[src/rtl/red_pitaya_bus_initiator.sv]
// red_pitaya_bus_initiator
//   Queues read/write commands in a small FIFO and replays them one at a
//   time onto the Red Pitaya DSP system bus. Each command produces exactly
//   one response.
//
// Ports:
//   clk_i, rst_i                          clock, synchronous active-high reset
//   cmd_valid_i / cmd_ready_o             command handshake (ready = FIFO not full)
//   cmd_we_i, cmd_addr_i, cmd_wdata_i     command payload (we: 1 = write)
//   rsp_valid_o / rsp_ready_i             response handshake
//   rsp_rdata_o, rsp_err_o, rsp_we_o      response payload
//   sys_addr, sys_wdata, sys_sel,
//   sys_wen, sys_ren                      system bus request (one-cycle strobe)
//   sys_rdata, sys_err, sys_ack           system bus reply
//   busy_o                                FSM active or commands queued
//
// Build option:
//   BUS_INITIATOR_TIMEOUT_EN  adds a WAIT-state watchdog that ends the
//                             transaction with an error after TIMEOUT cycles
//                             without sys_ack. Undefined: wait forever.

module red_pitaya_bus_initiator #(
   parameter int unsigned FIFO_DEPTH = 4,
   parameter int unsigned TIMEOUT    = 255
) (
   input  logic        clk_i,
   input  logic        rst_i,
   // command side
   input  logic        cmd_valid_i,
   output logic        cmd_ready_o,
   input  logic        cmd_we_i,
   input  logic [31:0] cmd_addr_i,
   input  logic [31:0] cmd_wdata_i,
   // response side
   output logic        rsp_valid_o,
   input  logic        rsp_ready_i,
   output logic [31:0] rsp_rdata_o,
   output logic        rsp_err_o,
   output logic        rsp_we_o,
   // system bus
   output logic [31:0] sys_addr,
   output logic [31:0] sys_wdata,
   output logic [3:0]  sys_sel,
   output logic        sys_wen,
   output logic        sys_ren,
   input  logic [31:0] sys_rdata,
   input  logic        sys_err,
   input  logic        sys_ack,
   // status
   output logic        busy_o
);

   localparam int unsigned AW = (FIFO_DEPTH > 1) ? $clog2(FIFO_DEPTH) : 1;
   localparam int unsigned CW = AW + 1;

   typedef enum logic [1:0] {
      IDLE  = 2'd0,
      ISSUE = 2'd1,
      WAIT  = 2'd2,
      RESP  = 2'd3
   } state_e;

   state_e state_q, state_d;

   // ------------------------------------------------------------------
   // Command FIFO
   // ------------------------------------------------------------------
   logic          fifo_we_q    [FIFO_DEPTH];
   logic [31:0]   fifo_addr_q  [FIFO_DEPTH];
   logic [31:0]   fifo_wdata_q [FIFO_DEPTH];
   logic [AW-1:0] wr_ptr_q, rd_ptr_q;
   logic [CW-1:0] count_q;
   logic          head_avail_q;
   logic          fifo_full;
   logic          fifo_push;
   logic          fifo_pop;

   // Full blocks a push even when a pop happens in the same cycle.
   assign fifo_full = (count_q == CW'(FIFO_DEPTH));
   assign fifo_push = cmd_valid_i & ~fifo_full;
   // The FSM pops on a registered "not empty" view, so a freshly written
   // entry is seen one cycle later (strobe lands 2 cycles after accept).
   assign fifo_pop  = (state_q == IDLE) & head_avail_q & (count_q != '0);

   always_ff @(posedge clk_i) begin
      if (fifo_push) begin
         fifo_we_q[wr_ptr_q]    <= cmd_we_i;
         fifo_addr_q[wr_ptr_q]  <= cmd_addr_i;
         fifo_wdata_q[wr_ptr_q] <= cmd_wdata_i;
      end
   end

   always_ff @(posedge clk_i) begin
      if (rst_i) begin
         wr_ptr_q     <= '0;
         rd_ptr_q     <= '0;
         count_q      <= '0;
         head_avail_q <= 1'b0;
      end else begin
         if (fifo_push) wr_ptr_q <= wr_ptr_q + AW'(1);
         if (fifo_pop)  rd_ptr_q <= rd_ptr_q + AW'(1);
         case ({fifo_push, fifo_pop})
            2'b10:   count_q <= count_q + CW'(1);
            2'b01:   count_q <= count_q - CW'(1);
            default: count_q <= count_q;
         endcase
         head_avail_q <= (count_q != '0);
      end
   end

   // ------------------------------------------------------------------
   // Transaction FSM
   // ------------------------------------------------------------------
   logic        hold_we_q,    hold_we_d;
   logic [31:0] hold_addr_q,  hold_addr_d;
   logic [31:0] hold_wdata_q, hold_wdata_d;
   logic [31:0] rsp_rdata_q,  rsp_rdata_d;
   logic        rsp_err_q,    rsp_err_d;

`ifdef BUS_INITIATOR_TIMEOUT_EN
   localparam int unsigned TW = (TIMEOUT > 1) ? $clog2(TIMEOUT) : 1;
   logic [TW-1:0] tmo_q, tmo_d;
`endif

   always_ff @(posedge clk_i) begin
      if (rst_i) begin
         state_q      <= IDLE;
         hold_we_q    <= 1'b0;
         hold_addr_q  <= '0;
         hold_wdata_q <= '0;
         rsp_rdata_q  <= '0;
         rsp_err_q    <= 1'b0;
`ifdef BUS_INITIATOR_TIMEOUT_EN
         tmo_q        <= '0;
`endif
      end else begin
         state_q      <= state_d;
         hold_we_q    <= hold_we_d;
         hold_addr_q  <= hold_addr_d;
         hold_wdata_q <= hold_wdata_d;
         rsp_rdata_q  <= rsp_rdata_d;
         rsp_err_q    <= rsp_err_d;
`ifdef BUS_INITIATOR_TIMEOUT_EN
         tmo_q        <= tmo_d;
`endif
      end
   end

   always_comb begin
      state_d      = state_q;
      hold_we_d    = hold_we_q;
      hold_addr_d  = hold_addr_q;
      hold_wdata_d = hold_wdata_q;
      rsp_rdata_d  = rsp_rdata_q;
      rsp_err_d    = rsp_err_q;
`ifdef BUS_INITIATOR_TIMEOUT_EN
      tmo_d        = tmo_q;
`endif
      case (state_q)
         IDLE: begin
            if (fifo_pop) begin
               hold_we_d    = fifo_we_q[rd_ptr_q];
               hold_addr_d  = fifo_addr_q[rd_ptr_q];
               hold_wdata_d = fifo_wdata_q[rd_ptr_q];
               state_d      = ISSUE;
            end
         end
         ISSUE: begin
            // sys_ack is deliberately not looked at here.
            state_d = WAIT;
`ifdef BUS_INITIATOR_TIMEOUT_EN
            tmo_d   = '0;
`endif
         end
         WAIT: begin
            if (sys_ack) begin
               rsp_rdata_d = hold_we_q ? '0 : sys_rdata;
               rsp_err_d   = sys_err;
               state_d     = RESP;
            end
`ifdef BUS_INITIATOR_TIMEOUT_EN
            else if (tmo_q == TW'(TIMEOUT - 1)) begin
               // TIMEOUT WAIT cycles elapsed without an ack.
               rsp_rdata_d = '0;
               rsp_err_d   = 1'b1;
               state_d     = RESP;
            end else begin
               tmo_d = tmo_q + TW'(1);
            end
`endif
         end
         RESP: begin
            if (rsp_ready_i) state_d = IDLE;
         end
         default: state_d = IDLE;
      endcase
   end

   // ------------------------------------------------------------------
   // Outputs (forced to their reset values while rst_i is high)
   // ------------------------------------------------------------------
   logic issuing;
   assign issuing = ~rst_i & (state_q == ISSUE);

   assign cmd_ready_o = rst_i | ~fifo_full;
   assign busy_o      = ~rst_i & ((state_q != IDLE) | (count_q != '0));

   assign sys_wen     = issuing &  hold_we_q;
   assign sys_ren     = issuing & ~hold_we_q;
   assign sys_sel     = issuing ? 4'hF : 4'h0;
   assign sys_addr    = rst_i ? '0 : hold_addr_q;
   assign sys_wdata   = rst_i ? '0 : hold_wdata_q;

   assign rsp_valid_o = ~rst_i & (state_q == RESP);
   assign rsp_rdata_o = rst_i ? '0 : rsp_rdata_q;
   assign rsp_err_o   = ~rst_i & rsp_err_q;
   assign rsp_we_o    = ~rst_i & hold_we_q;

endmodule

[config.mk]
export PLATFORM = sky130hd
export DESIGN_NAME = red_pitaya_bus_initiator
export DESIGN_NICKNAME = d
export VERILOG_FILES = /design/src/rtl/red_pitaya_bus_initiator.sv
export SDC_FILE = /design/constraint.sdc
export NUM_CORES = 1
export LEC_CHECK = 0
export BUFFER_PORTS_ARGS = -buffer_cell sky130_fd_sc_hd__clkbuf_2
export CORE_AREA = 3 3 147 178
export CTS_CLUSTER_DIAMETER = 120
export DETAILED_ROUTE_END_ITERATION = 7
export DIE_AREA = 0 0 150 181
export GPL_ROUTABILITY_DRIVEN = 0
export GPL_TIMING_DRIVEN = 0
export MAX_ROUTING_LAYER = met4
export PLACE_DENSITY = 0.78
export SLEW_MARGIN = 20
export SYNTH_ARGS = -nofsm -noshare
export SYNTH_HDL_FRONTEND = slang
export SYNTH_SLANG_ARGS = --single-unit
[constraint.sdc]
create_clock -name clk_i -period 3.2 [get_ports clk_i]
set_input_delay 0.64 -clock clk_i [delete_from_list [all_inputs] [get_ports clk_i]]
set_output_delay 0.64 -clock clk_i [all_outputs]
set_load 0.03 [all_outputs]
==> results.yml <==
cells_and_area:
  n_antenna_cell: 0
  final_cell_area_um2: 16300
  post-route-util: 0.664
  area_delta_synth_final_pct: 19.6
  regArea_um2: 9970
  nets: 1113
  fillers: 1735
  post_route_cells_drive_above_1_share: 0.347
  multi_input_area_um2: 3400
logic_synthesis:
  synthSimpleGateAreaFrac: 0.0577
  ys_seq_elements: 368
  yosysTopAreaCellShare: 0.572
  synth_common_cells: "edfxtp_1, dfxtp_1, nor2b_1, a22o_1, mux4_2"
  synth_mux_area_frac: 0.108
  seq_area_frac_synth: 0.730
  synth_compound_area_frac: 0.0700
  async_flop_share: 0
  synth_xor_area_frac: 0.00192
  yosysTopAreaCell: "edfxtp_1"
  synth-adder-area-share: 0.00971
  synth-edff-count: 260
  synth_most_common_cell: "edfxtp_1"
  ys.flop_type: "edfxtp_1"
  syn-mean-instance-area_um2: 18.2
  ys_types: 32
  syn_area_um2: 13700
  synth_cells: 751
  syn_nets: 864
  synth_warnings: 0
  synth_area_leaders: "edfxtp_1, dfxtp_1, mux4_2"
  synth_top_family_by_area: "multiplexers"
setup_path:
  r2r-start: "state_q[0]$_SDFFE_PP0P_"
  rr_endpoint: "count_q[2]$_SDFFE_PP0P_"
  rrSetupSlack_ns: 0.35
  cp_slowest_cell: "fa_1"
  cp-end-kind: "register"
  crit_path_cell_trace: "inv_1 > ha_1 > o311ai_4 > buf_2 > buf_4 > inv_1 > ha_1 > inv_1 > fa_1 > xor2_1 > or3_1 > a21oi_1"
  r2r_cells: 12
  cp_data_arrival_time_ns: 3.27
  path_common_cell: "inv_1"
  crit_path_max_incr_delay_ns: 0.38
  worstPathRequired_ns: 3.62
  crit_path_max_fanout: 10
  criticalPathCategory: "register to register"
  critPathLaunchType: "register"
power:
  switching_power_mw: 2.76
  internal_power_mw: 8.54
  leakage_nw: 6.01
  power.density_nw_per_um2: 693
  clock_power_share: 0.346
  ir_worst_vdd_v: 0.000510
  power_frac_comb: 0.158
  power_mw: 11.3
  p_sw_frac: 0.244
  power_frac_seq: 0.496
timing:
  setup_ws_ns: 0.348
  fin_crit_ns: 2.85
  hold_viol: 0
  max_freq_mhz: 351
  setup_viol_count_final: 0
  worstMarginPinSlew_ns: 0.957
  rsz0062_at_grt: "false"
  slew_viol_final: 0
  fin_worst_skew_ns: 0.0181
  slew_headroom: 0.362
  fin_crit_sh: 0.891
global_routing:
  grt_pass1_vias: 7906
  antenna_found_initial: 0
  grt_start_max_net_pins: 46
  grt_pass1_wl_um: 43900
  grt.total_usage: 0.219
  grt.overflow.total: 0
clocking:
  cts_max_path_buffers: 3
  cts_resized: 0
  numCtsBuffers: 36
  hold_buffers: 0
  htree_levels: 2
  postCtsSetupBuffers: 0
  cts_tree: "yes"
  numClockSinks: 368
  clk_pin_slew_ns: 0.06
  cts-root-buf: "clkbuf_16"
  insertion_delay_ns: 0.51
detailed_routing:
  ant_nets: 0
  drt-wirelength-per-cell_um: 21.2
  drc: 0
  routed_wl_um: 28600
  dr.pass1.iters: 4
  routed_via_density: 5.53
  initialDrtViolationCount: 373
  vias: 7472
run:
  drv_cap: 0
worst_hold_path:
  min_path_cells: 1
  min_to: "fifo_addr_q[3][4]$_DFFE_PP_"
  hold_path_class: "input pin to register"
  worstHoldStart: "cmd_addr_i[4]"
placement:
  place_hpwl_um: 18900
  portBuffers: 207
  dp_slack_ns: 0.380
  place_area_um2: 15200
floorplanning:
  core_area_um2: 24600
  die_w_um: 150
  initial_core_util: 0.555
  fp-row-count: 63
  die_area_um2: 27200
  die_y_um: 181
  io_pins: 210
outcome:
  outcome: "complete, no violations"
## metal layers
metal  track usage  up-vias  wire [um]  part of all wire
met5             -        -          0                 0
li1              -     3440          -                 -
met4        0.0659        0        801             0.028
met1         0.252     3714      10900              0.38
met3        0.0462       59       2060             0.072
met2         0.383      259      14900              0.52
## power by group through the flow
stage                     registers (mW)  logic [mW]  clock network (mW)
after floorplan                     5.68        1.29                   0
final                               5.61        1.78                3.91
after global routing                5.64        1.94                4.18
after detailed placement            5.71        1.81                   0
after global placement              5.71        1.74                   0
after CTS                           5.61        1.82                3.99
## stage by stage
step           setup TNS (ns)  hold WS [ns]  cells
2_1_floorplan               0         0.432    751
6_report                    0         0.344   1350
3_5_place_dp                0         0.454   1287
4_1_cts                     0         0.328   1350
3_3_place_gp          -247.08         0.444   1283
5_1_grt                     0         0.334   1350
## critical path: cells and delay by family, from the launching register on
family                   cells  cell delay (ns)
adder cells (fa/ha/maj)      3             0.84
AND/OR/NAND/NOR              1             0.31
XOR/XNOR                     1             0.16
buffers and inverters        5             0.74
AO/OA/AOI/OAI                2             0.38
flip-flops                   1             0.34
## placed cells by master, fill, tap and decap left out, types with 3 or more instances in the layout
| master | instances |
|---|---|
| edfxtp_1 | 260 |
| clkbuf_2 | 207 |
| dfxtp_1 | 108 |
| nor2b_1 | 103 |
| a22o_1 | 97 |
| mux4_2 | 65 |
| clkbuf_16 | 38 |
| clkbuf_1 | 33 |
| buf_2 | 16 |
| inv_1 | 11 |
| buf_4 | 9 |
| ha_1 | 9 |
| nor2_1 | 7 |
| a21oi_1 | 6 |
| nand2_1 | 5 |
| clkinv_1 | 5 |
| and3_4 | 4 |
| clkbuf_8 | 4 |
| buf_1 | 3 |
| nand3_1 | 3 |
| or3_1 | 3 |
| buf_16 | 3 |
## area by class of cell
| type | count | area share |
|---|---|---|
| clock buffers | 53 | 0.0642 |
| clock inverters | 10 | 0.00368 |
| repair buffers | 211 | 0.0697 |
| well taps | 325 | 0.0249 |
| flip-flops and latches | 368 | 0.611 |
| multi-input cells | 320 | 0.208 |
| plain buffers | 52 | 0.0162 |
| inverters | 11 | 0.00253 |
## worst max-delay path by stage
stage	startpoint	to	slack, ns	cells past startpoint
global placement	count_q[0]$_SDFFE_PP0P_	fifo_wdata_q[3][3]$_DFFE_PP_	-0.96	3
finish	state_q[0]$_SDFFE_PP0P_	count_q[2]$_SDFFE_PP0P_	0.35	12
floorplan	cmd_valid_i	fifo_addr_q[0][0]$_DFFE_PP_	0.30	2
detailed placement	state_q[0]$_SDFFE_PP0P_	count_q[2]$_SDFFE_PP0P_	0.38	12
CTS	state_q[0]$_SDFFE_PP0P_	count_q[2]$_SDFFE_PP0P_	0.37	12
global route	state_q[0]$_SDFFE_PP0P_	count_q[2]$_SDFFE_PP0P_	0.17	12
## sequential cells by signal (all words and copies together) (netlist names), 2 cells and up
name	count
fifo_addr_q	128
fifo_wdata_q	128
hold_addr_q	32
hold_wdata_q	32
rsp_rdata_q	32
fifo_we_q	4
count_q	3
rd_ptr_q	2
state_q	2
wr_ptr_q	2
## logic make-up after synthesis
family	Yosys count
mux	66
compound gates	110
simple gates	131
flops	368
fa+ha+maj	10
xor+xnor	3
buf+inv	63
Power figures use the tool's default switching activity.
